===== src/rtl/cp0_pkg.sv =====
// cp0_pkg: shared definitions for the coprocessor-0 block.
//   Register indices as seen by mfc0/mtc0, bit positions of the SR/Cause
//   fields, ExcCode values, and the mtc0 write-request struct.
package cp0_pkg;

    // CP0 register indices (rd field of mfc0/mtc0)
    localparam logic [4:0] REG_COUNT   = 5'd9;
    localparam logic [4:0] REG_COMPARE = 5'd11;
    localparam logic [4:0] REG_SR      = 5'd12;
    localparam logic [4:0] REG_CAUSE   = 5'd13;
    localparam logic [4:0] REG_EPC     = 5'd14;
    localparam logic [4:0] REG_PRID    = 5'd15;

    // Field positions
    localparam int SR_IE    = 0;
    localparam int SR_EXL   = 1;
    localparam int IM_BASE  = 10;   // IM in SR and IP in Cause share this base
    localparam int EXC_LO   = 2;
    localparam int EXC_HI   = 6;
    localparam int CAUSE_BD = 31;

    // ExcCode values
    localparam logic [4:0] EXC_INT  = 5'd0;
    localparam logic [4:0] EXC_ADEL = 5'd4;
    localparam logic [4:0] EXC_ADES = 5'd5;
    localparam logic [4:0] EXC_RI   = 5'd10;
    localparam logic [4:0] EXC_OV   = 5'd12;

    // mtc0 write request after gating by int_req
    typedef struct packed {
        logic        we;
        logic [4:0]  idx;
        logic [31:0] data;
    } cp0_wr_t;

endpackage


===== src/rtl/cp0_count_timer.sv =====
// cp0_count_timer: Count/Compare timer for CP0.
//   Count increments every cycle (free-running, wraps) unless loaded by mtc0.
//   Compare is loaded by mtc0; loading it clears the pending flag.
//   pending is sticky: set on any cycle where Count == Compare.
// Ports:
//   clk, reset   clock, synchronous active-high reset
//   we_count     load Count from din this edge
//   we_compare   load Compare from din this edge (clears pending)
//   din          write data
//   count        current Count value
//   compare      current Compare value
//   pending      sticky timer interrupt request
module cp0_count_timer (
    input  logic        clk,
    input  logic        reset,
    input  logic        we_count,
    input  logic        we_compare,
    input  logic [31:0] din,
    output logic [31:0] count,
    output logic [31:0] compare,
    output logic        pending
);

    always_ff @(posedge clk) begin
        if (reset) begin
            count   <= 32'd0;
            compare <= 32'd0;
            pending <= 1'b0;
        end else begin
            count <= we_count ? din : count + 32'd1;
            if (we_compare) begin
                compare <= din;
                pending <= 1'b0;
            end else if (count == compare) begin
                pending <= 1'b1;
            end
        end
    end

endmodule


===== src/rtl/cp0_unit.sv =====
// cp0_unit: coprocessor 0 for the 5-stage MIPS core.
//   Holds SR/Cause/EPC/PRId, samples the HW interrupt lines, arbitrates an
//   interrupt against an M-stage exception and raises int_req to flush the
//   pipeline. Serves mfc0/mtc0 at M and clears EXL on eret.
//   Optional Count/Compare timer when CP0_COUNT_EN is defined; the timer
//   pending flag is ORed into the highest IP bit.
// Parameters:
//   NUM_HWINT  number of HW interrupt lines (1..6), IP/IM bits [9+NUM_HWINT:10]
//   PRID       read-only PRId value
// Ports:
//   clk, reset  clock, synchronous active-high reset
//   a_rd        mfc0 register index        dout  mfc0 read data
//   a_wr, din   mtc0 index / data          we    mtc0 write enable
//   pc, bd      M-stage PC / delay-slot    exc_code  M-stage ExcCode, 0 = none
//   hw_int      level interrupt lines      eret  eret retiring
//   int_req     take exception/interrupt   irp   int_req caused by interrupt
//   exl         SR.EXL                     epc   EPC for eret redirect
module cp0_unit
    import cp0_pkg::*;
#(
    parameter int          NUM_HWINT = 6,
    parameter logic [31:0] PRID      = 32'h2021_0007
) (
    input  logic                 clk,
    input  logic                 reset,
    input  logic [4:0]           a_rd,
    input  logic [4:0]           a_wr,
    input  logic [31:0]          din,
    input  logic                 we,
    input  logic [31:0]          pc,
    input  logic                 bd,
    input  logic [4:0]           exc_code,
    input  logic [NUM_HWINT-1:0] hw_int,
    input  logic                 eret,
    output logic                 int_req,
    output logic                 irp,
    output logic                 exl,
    output logic [31:0]          epc,
    output logic [31:0]          dout
);

    localparam int IM_HI = IM_BASE + NUM_HWINT - 1;

    logic                 sr_ie;
    logic                 sr_exl;
    logic [NUM_HWINT-1:0] sr_im;
    logic [NUM_HWINT-1:0] ip_q;
    logic [NUM_HWINT-1:0] ip_eff;
    logic [4:0]           cause_exc;
    logic                 cause_bd;
    logic [31:0]          epc_q;
    logic                 int_pend;
    logic                 exc_pend;
    cp0_wr_t              wr;
    logic [31:0]          sr_word;
    logic [31:0]          cause_word;

    // A request in the same cycle wins over mtc0: the write is dropped.
    always_comb begin
        wr.we   = we & ~int_req;
        wr.idx  = a_wr;
        wr.data = din;
    end

`ifdef CP0_COUNT_EN
    logic [31:0]          count;
    logic [31:0]          compare;
    logic                 timer_pend;
    logic [NUM_HWINT-1:0] timer_mask;

    cp0_count_timer u_timer (
        .clk        (clk),
        .reset      (reset),
        .we_count   (wr.we && (wr.idx == REG_COUNT)),
        .we_compare (wr.we && (wr.idx == REG_COMPARE)),
        .din        (wr.data),
        .count      (count),
        .compare    (compare),
        .pending    (timer_pend)
    );

    // Timer shares the top IP line with the highest HW interrupt.
    always_comb begin
        timer_mask                = '0;
        timer_mask[NUM_HWINT-1]   = timer_pend;
    end
    assign ip_eff = ip_q | timer_mask;
`else
    assign ip_eff = ip_q;
`endif

    // EXL masks both sources; IE only masks interrupts.
    assign int_pend = sr_ie & ~sr_exl & (|(ip_eff & sr_im));
    assign exc_pend = ~sr_exl & (|exc_code);
    assign int_req  = int_pend | exc_pend;
    assign irp      = int_pend;
    assign exl      = sr_exl;

    // Forward a same-cycle mtc0 EPC so an eret retiring with it jumps right.
    assign epc = (wr.we && (wr.idx == REG_EPC)) ? wr.data : epc_q;

    always_ff @(posedge clk) begin
        if (reset) begin
            sr_ie     <= 1'b0;
            sr_exl    <= 1'b0;
            sr_im     <= '0;
            ip_q      <= '0;
            cause_exc <= EXC_INT;
            cause_bd  <= 1'b0;
            epc_q     <= 32'd0;
        end else begin
            ip_q <= hw_int;     // not sticky: follows line level
            if (int_req) begin
                sr_exl    <= 1'b1;
                cause_exc <= int_pend ? EXC_INT : exc_code;
                cause_bd  <= bd;
                epc_q     <= bd ? (pc - 32'd4) : pc;
            end else begin
                if (wr.we && (wr.idx == REG_SR)) begin
                    sr_ie  <= wr.data[SR_IE];
                    sr_exl <= wr.data[SR_EXL];
                    sr_im  <= wr.data[IM_HI:IM_BASE];
                end
                if (wr.we && (wr.idx == REG_EPC))
                    epc_q <= wr.data;
                // eret overrides an EXL value written by a coincident mtc0
                if (eret)
                    sr_exl <= 1'b0;
            end
        end
    end

    always_comb begin
        sr_word                   = 32'd0;
        sr_word[SR_IE]            = sr_ie;
        sr_word[SR_EXL]           = sr_exl;
        sr_word[IM_HI:IM_BASE]    = sr_im;
    end

    always_comb begin
        cause_word                 = 32'd0;
        cause_word[EXC_HI:EXC_LO]  = cause_exc;
        cause_word[IM_HI:IM_BASE]  = ip_eff;
        cause_word[CAUSE_BD]       = cause_bd;
    end

    always_comb begin
        dout = 32'd0;
        case (a_rd)
            REG_SR:      dout = sr_word;
            REG_CAUSE:   dout = cause_word;
            REG_EPC:     dout = epc_q;
            REG_PRID:    dout = PRID;
`ifdef CP0_COUNT_EN
            REG_COUNT:   dout = count;
            REG_COMPARE: dout = compare;
`endif
            default:     dout = 32'd0;
        endcase
    end

endmodule


===== config.mk =====
export PLATFORM = sky130hd
export DESIGN_NAME = cp0_unit
export DESIGN_NICKNAME = d
export VERILOG_FILES = /design/src/rtl/cp0_pkg.sv /design/src/rtl/cp0_count_timer.sv /design/src/rtl/cp0_unit.sv
export SDC_FILE = /design/constraint.sdc
export NUM_CORES = 1
export LEC_CHECK = 0
export ABC_AREA = 1
export CORE_MARGIN = 5
export CORE_UTILIZATION = 44
export DETAILED_ROUTE_END_ITERATION = 8
export PLACE_DENSITY = 0.82
export SYNTH_ARGS = -nofsm -noshare
export SYNTH_HDL_FRONTEND = slang
export SYNTH_HIERARCHICAL = 1
export SYNTH_SLANG_ARGS = --single-unit

===== constraint.sdc =====
create_clock -name clk -period 2 [get_ports clk]
set_input_delay 0.4 -clock clk [delete_from_list [all_inputs] [get_ports clk]]
set_output_delay 0.4 -clock clk [all_outputs]
set_load 0.01 [all_outputs]

**Yosys cells after proc, flatten, opt, wreduce, memory -nomap -nowiden**

Cells that the tools add are included.

- Register bits after elaboration: 52
- Bits of input ports: 90
- Output and inout port bits: 67
- Logic and storage cells: 36

- Add/subtract/negate cells: 1
- Equality and inequality tests: 6
- Muxes and demuxes: 8
- Bitwise operators: 8
- Reductions and logical operators: 6

Operators by type and width:

| operator | number |
|---|---|
| $pmux 32 s4 | 1 |
| $mux 32 | 3 |
| $sub 32x3->32 const B | 1 |
| $eq 5x4->1 const B | 6 |
| $and 6x6->6 | 1 |
| $reduce_or 6->1 | 1 |
| $mux 5 | 1 |
| $reduce_or 5->1 | 1 |
| $and 1x1->1 | 4 |
| $mux 1 | 3 |
| $reduce_bool 3->1 | 1 |
| $logic_and 1x1->1 | 2 |
| $not 1->1 | 2 |
| $reduce_and 2->1 | 1 |
| $or 1x1->1 | 1 |

**Longest topological paths before layout**

- Word-level depth: 10
- Gate-level depth with buffers: 14
- Gate-level depth less buffers: 14

**Worst setup path after synthesis**

No wires, ideal clock.

- Kind: in2out
- From: in a_wr[0]
- To: out epc[24]
- Arrival time: 1.361 ns
- Required time: 1.600 ns
- Path slack: 0.239 ns
- Cell stages on the path: 7
- Path buffers: 1
- Cells stage by stage: nor2_1 > nand3_1 > nor2_2 > nand4_4 > buf_2 > o21ai_1 > inv_1

- Longest elaborated chain between the ends: 3

RTL lines:

| item | RTL line | RTL |
|---|---|---|
| start, declared | cp0_unit.sv:27 | `input logic [4:0] a_wr,` |
| $eq 5x4->1 | cp0_unit.sv:100 | `assign epc = (wr.we && (wr.idx == REG_EPC)) ? wr.data : epc_q;` |
| $logic_and 1x1->1 | cp0_unit.sv:100 |  |
| $mux 32 | - |  |
| end, declared | cp0_unit.sv:38 | `output logic [31:0] epc,` |

No other way between the ends.

**Worst setup path after layout**

- From: reg sr_im[3]
- To: out epc[2]

- Longest elaborated chain between the ends: 8

RTL lines:

| item | RTL line | RTL |
|---|---|---|
| start, declared | cp0_unit.sv:46 | `logic [NUM_HWINT-1:0] sr_im;` |
| start signal, assigned | cp0_unit.sv:122 | `sr_im <= wr.data[IM_HI:IM_BASE];` |
| $and 6x6->6 | cp0_unit.sv:93 | `assign int_pend = sr_ie & ~sr_exl & (\|(ip_eff & sr_im));` |
| $reduce_or 6->1 | cp0_unit.sv:93 |  |
| $and 1x1->1 | cp0_unit.sv:93 |  |
| $or 1x1->1 | cp0_unit.sv:95 | `assign int_req = int_pend \| exc_pend;` |
| $not 1->1 (no source line) | - |  |
| $and 1x1->1 | cp0_unit.sv:60 | `wr.we = we & ~int_req;` |
| $logic_and 1x1->1 | cp0_unit.sv:100 |  |
| $mux 32 | - |  |

No other way between the ends.

==> results.tsv <==
stage	metric	value	unit
pwr	power per cell area	428	mW/mm^2
finish	final cell utilization of the core	0.846	
synth	Yosys top cell by area	dfxtp_1	
cts	TritonCTS clock tree	done	
synth	Seq/Total Area, Yosys	0.277	
pwr	Leak Pwr	3.80	nW
synth	syn avg cell area	5.60	um^2
sta	RSZ-0062 raised after global routing	true	
finish	register area	0.00105	mm^2
finish	area delta synth->final	85.5	%
critical_path	delay of the slowest critical-path stage	0.35	ns
sta	worst-margin pin slew	0.620	ns
critical_path	Reg2Reg Setup Slack	0.04	ns
floorplanning	boundary pin count	157	
cts	Max Root-Sink Buffers	2	
pwr	Tot Pwr	2.99	mW
run	MaxCap Viol Count	0	
synth	synth unique cells	35	
drt	DR WL/cell	17.4	um
floorplanning	core box area	0.00826	mm^2
synth	Cells after Synth	672	
grt	GRT overflow	0	
sta	Fin Clk Skew	0.00906	ns
floorplanning	Row Count	33	
critical_path	crit path kind	reg -> out	
floorplanning	Initial Util	0.456	
sta	final hold vios	0	
synth	post-synthesis cell area	0.00376	mm^2
critical_path	most used cell, CP	nand2_1	
finish	area taken by multi-input logic gates	0.00260	mm^2
synth	Synth top area share	0.277	
sta	setup TNS	-10.46	ns
critical_path	Max FO, Critical Path	10	
critical_path	critical path's slowest cell	dfxtp_1	
critical_path	Critical Path, Cell by Cell	nand2_1 -> nand2_1 -> nor2_1 -> nand2_1 -> nand2_2 -> nand4_4 -> buf_12 -> buf_4 -> nand2_1 -> nand2_2 -> buf_6	
grt	number of antenna violations at the first check in global routing	0	
synth	top post-synthesis cells by area	dfxtp_1, nand2_1, inv_1	
grt	vias in the first global route	5383	
synth	Yosys reg bits	52	
finish	commonest non-fill, non-tap cell in the layout	nand2_1	
critical_path	Reg-to-Reg End	epc_q[21]$_SDFF_PP0_	
critical_path	WP data arrival	2.02	ns
finish	fill count	497	
drt	routed vias/inst	5.40	
critical_path	R2R cell count	14	
sta	Pins Over Slew Limit	0	
sta	final worst slack	-0.416	ns
outcome	violated checks	negative setup slack	
hold_path	Hold Path Class	reg -> reg	
hold_path	Worst Hold Path EP	sr_im[1]$_SDFFE_PP0P_	
critical_path	endpoint class of the critical path	output port	
outcome	status	complete, but fails checks	
placed_design	post-detail-place hpwl	12.0	mm
sta	hold_ws	0.492	ns
cts	clk slew on worst S/H paths	0.12	ns
critical_path	critical path required time	1.60	ns
drt	Iteration-0 DRC Markers	406	
drt	Antenna Nets Post-Route	0	
placed_design	RePlAce Congestion	0.909	
sta	Final setup viols	32	
synth	post-synth net total	763	
hold_path	min-delay src	sr_im[1]$_SDFFE_PP0P_	
drt	routed wire length	18.4	mm
drt	total number of vias	5728	
critical_path	Worst setup SP type	flip-flop	
finish	Layout Nets	1045	
finish	diode count	0	
sta	min Tclk post-route	2.42	ns
sta	Tcrit/Tclk final	1.21	
grt	pin count of the biggest net entering global routing	33	
hold_path	hold path depth	2	
cts	TritonCTS Buffers	5	
drt	Post-route DRC	0	
floorplanning	Die ar.	0.0105	mm^2
drt	DRT Pass-1 Iters	6	
cts	Root Buffer	clkbuf_8	
grt	first-pass GRT wire length	25.2	mm
cts	CTS Hold Bufs	0	
floorplanning	Die H	103	um
sta	Rel. slew slack	0.586	
floorplanning	Die Width	103	um
cts	H-tree lvl count	2	
synth	Ys Warns	6	
placed_design	port buffer count	156	
finish	layout cell share with drive strength beyond 1	0.321	
sta	maximum clock rate	0.414	GHz
cts	Clk Latency, worst-skew pair	0.33	ns
grt	gr usage total	0.305	
finish	most frequent cells in the layout	nand2_1, buf_4, inv_1, nor2_1, clkdlybuf4s50_1	
critical_path	worst flop-to-flop path startpoint	sr_im[3]$_SDFFE_PP0P_	
cts	Clock Sinks	52	
pwr	Worst VDD drop	0.307	mV
routing by layer:
layer	GRT usage	vias to the layer above	wire [um]
met5	0	-	0
met4	0.139	0	943
met3	0.0494	92	1830
met2	0.528	359	8850
met1	0.369	2642	6770
li1	-	2635	-
sequential cells by signal (all words and copies together) (netlist names):
| name | count |
|---|---|
| sr_ie | 1 |
| epc_q | 32 |
| exl | 1 |
| ip_eff | 6 |
| cause_exc | 5 |
| cause_bd | 1 |
| sr_im | 6 |
kinds of logic after synthesis:
kind of cell / after synthesis / synth area share
flip-flops: 52 / 0.277
XOR/XNOR: 5 / 0.0116
AND/OR/NAND/NOR: 414 / 0.454
AO/OA/AOI/OAI: 71 / 0.111
adder cells (fa/ha/maj): 1 / 0.00332
buffers and inverters: 129 / 0.143
stage by stage:
stage | area [um^2] | setup WS (ns) | std cells
global placement | 6240 | -0.717 | 1031
detailed placement | 6240 | -0.840 | 1031
floorplan | 3760 | 0.239 | 672
CTS | 6460 | -0.313 | 1052
global route | 6980 | -0.449 | 1060
finish | 6980 | -0.416 | 1060
critical path: cells and delay by family, from the launching register on:
family / cells / cell delay, ns
AND/OR/NAND/NOR: 8 / 0.85
buffers and inverters: 3 / 0.47
flip-flops: 1 / 0.35
cell type report:
type,count,share of cell area
clock buffer,5,0.00985
clock inverter,3,0.00376
inverter,107,0.0597
multi-input combinational,491,0.372
sequential,52,0.150
tap,105,0.0188
timing repair buffer,294,0.373
timing repair inverter,3,0.0129
Yosys cell counts:
master    count
a21boi_0      2
a21oi_1      27
a21oi_4       1
a22o_1        4
a22oi_1       1
a31oi_1       5
buf_2         9
buf_4         2
buf_6         4
clkbuf_1      6
clkbuf_4      1
dfxtp_1      52
ha_1          1
inv_1       104
inv_2         2
inv_4         1
nand2_1     236
nand2_2       2
nand3_1      58
nand3_2       1
nand3b_1      2
nand4_1       5
nand4_4       1
nor2_1       96
nor2_2        6
nor3_1        3
nor3_2        1
nor3b_1       1
o211ai_1      8
o21ai_0      16
o21ai_1       6
o41ai_1       1
or2_2         2
xnor2_1       2
xor2_1        3
worst max path at each step:
stage	start	to	cells past startpoint
floorplan	a_wr[0]	epc[24]	7
global placement	a_wr[0]	epc[25]	9
detailed placement	exc_code[0]	epc[23]	9
CTS	sr_im[2]$_SDFFE_PP0P_	epc[24]	12
global route	ip_eff[4]$_SDFF_PP0_	epc[2]	11
finish	sr_im[3]$_SDFFE_PP0P_	epc[2]	11
report_power, final:
part	internal [mW]	leakage [nW]	total (mW)	switching, mW
combinational	0.572	3.32	1.13	0.555
clock	0.256	0.0423	0.689	0.433
sequential	1.12	0.433	1.17	0.0543
total	1.94	3.80	2.99	1.04
repair_timing:
item | CTS | global route
resized for setup | 256 | 158
setup endpoints to repair | 73 | 66
gates cloned | 4 | 1
pin swaps | 21 | 15
setup buffers | 9 | 9
(Power assumes the default switching activity.)
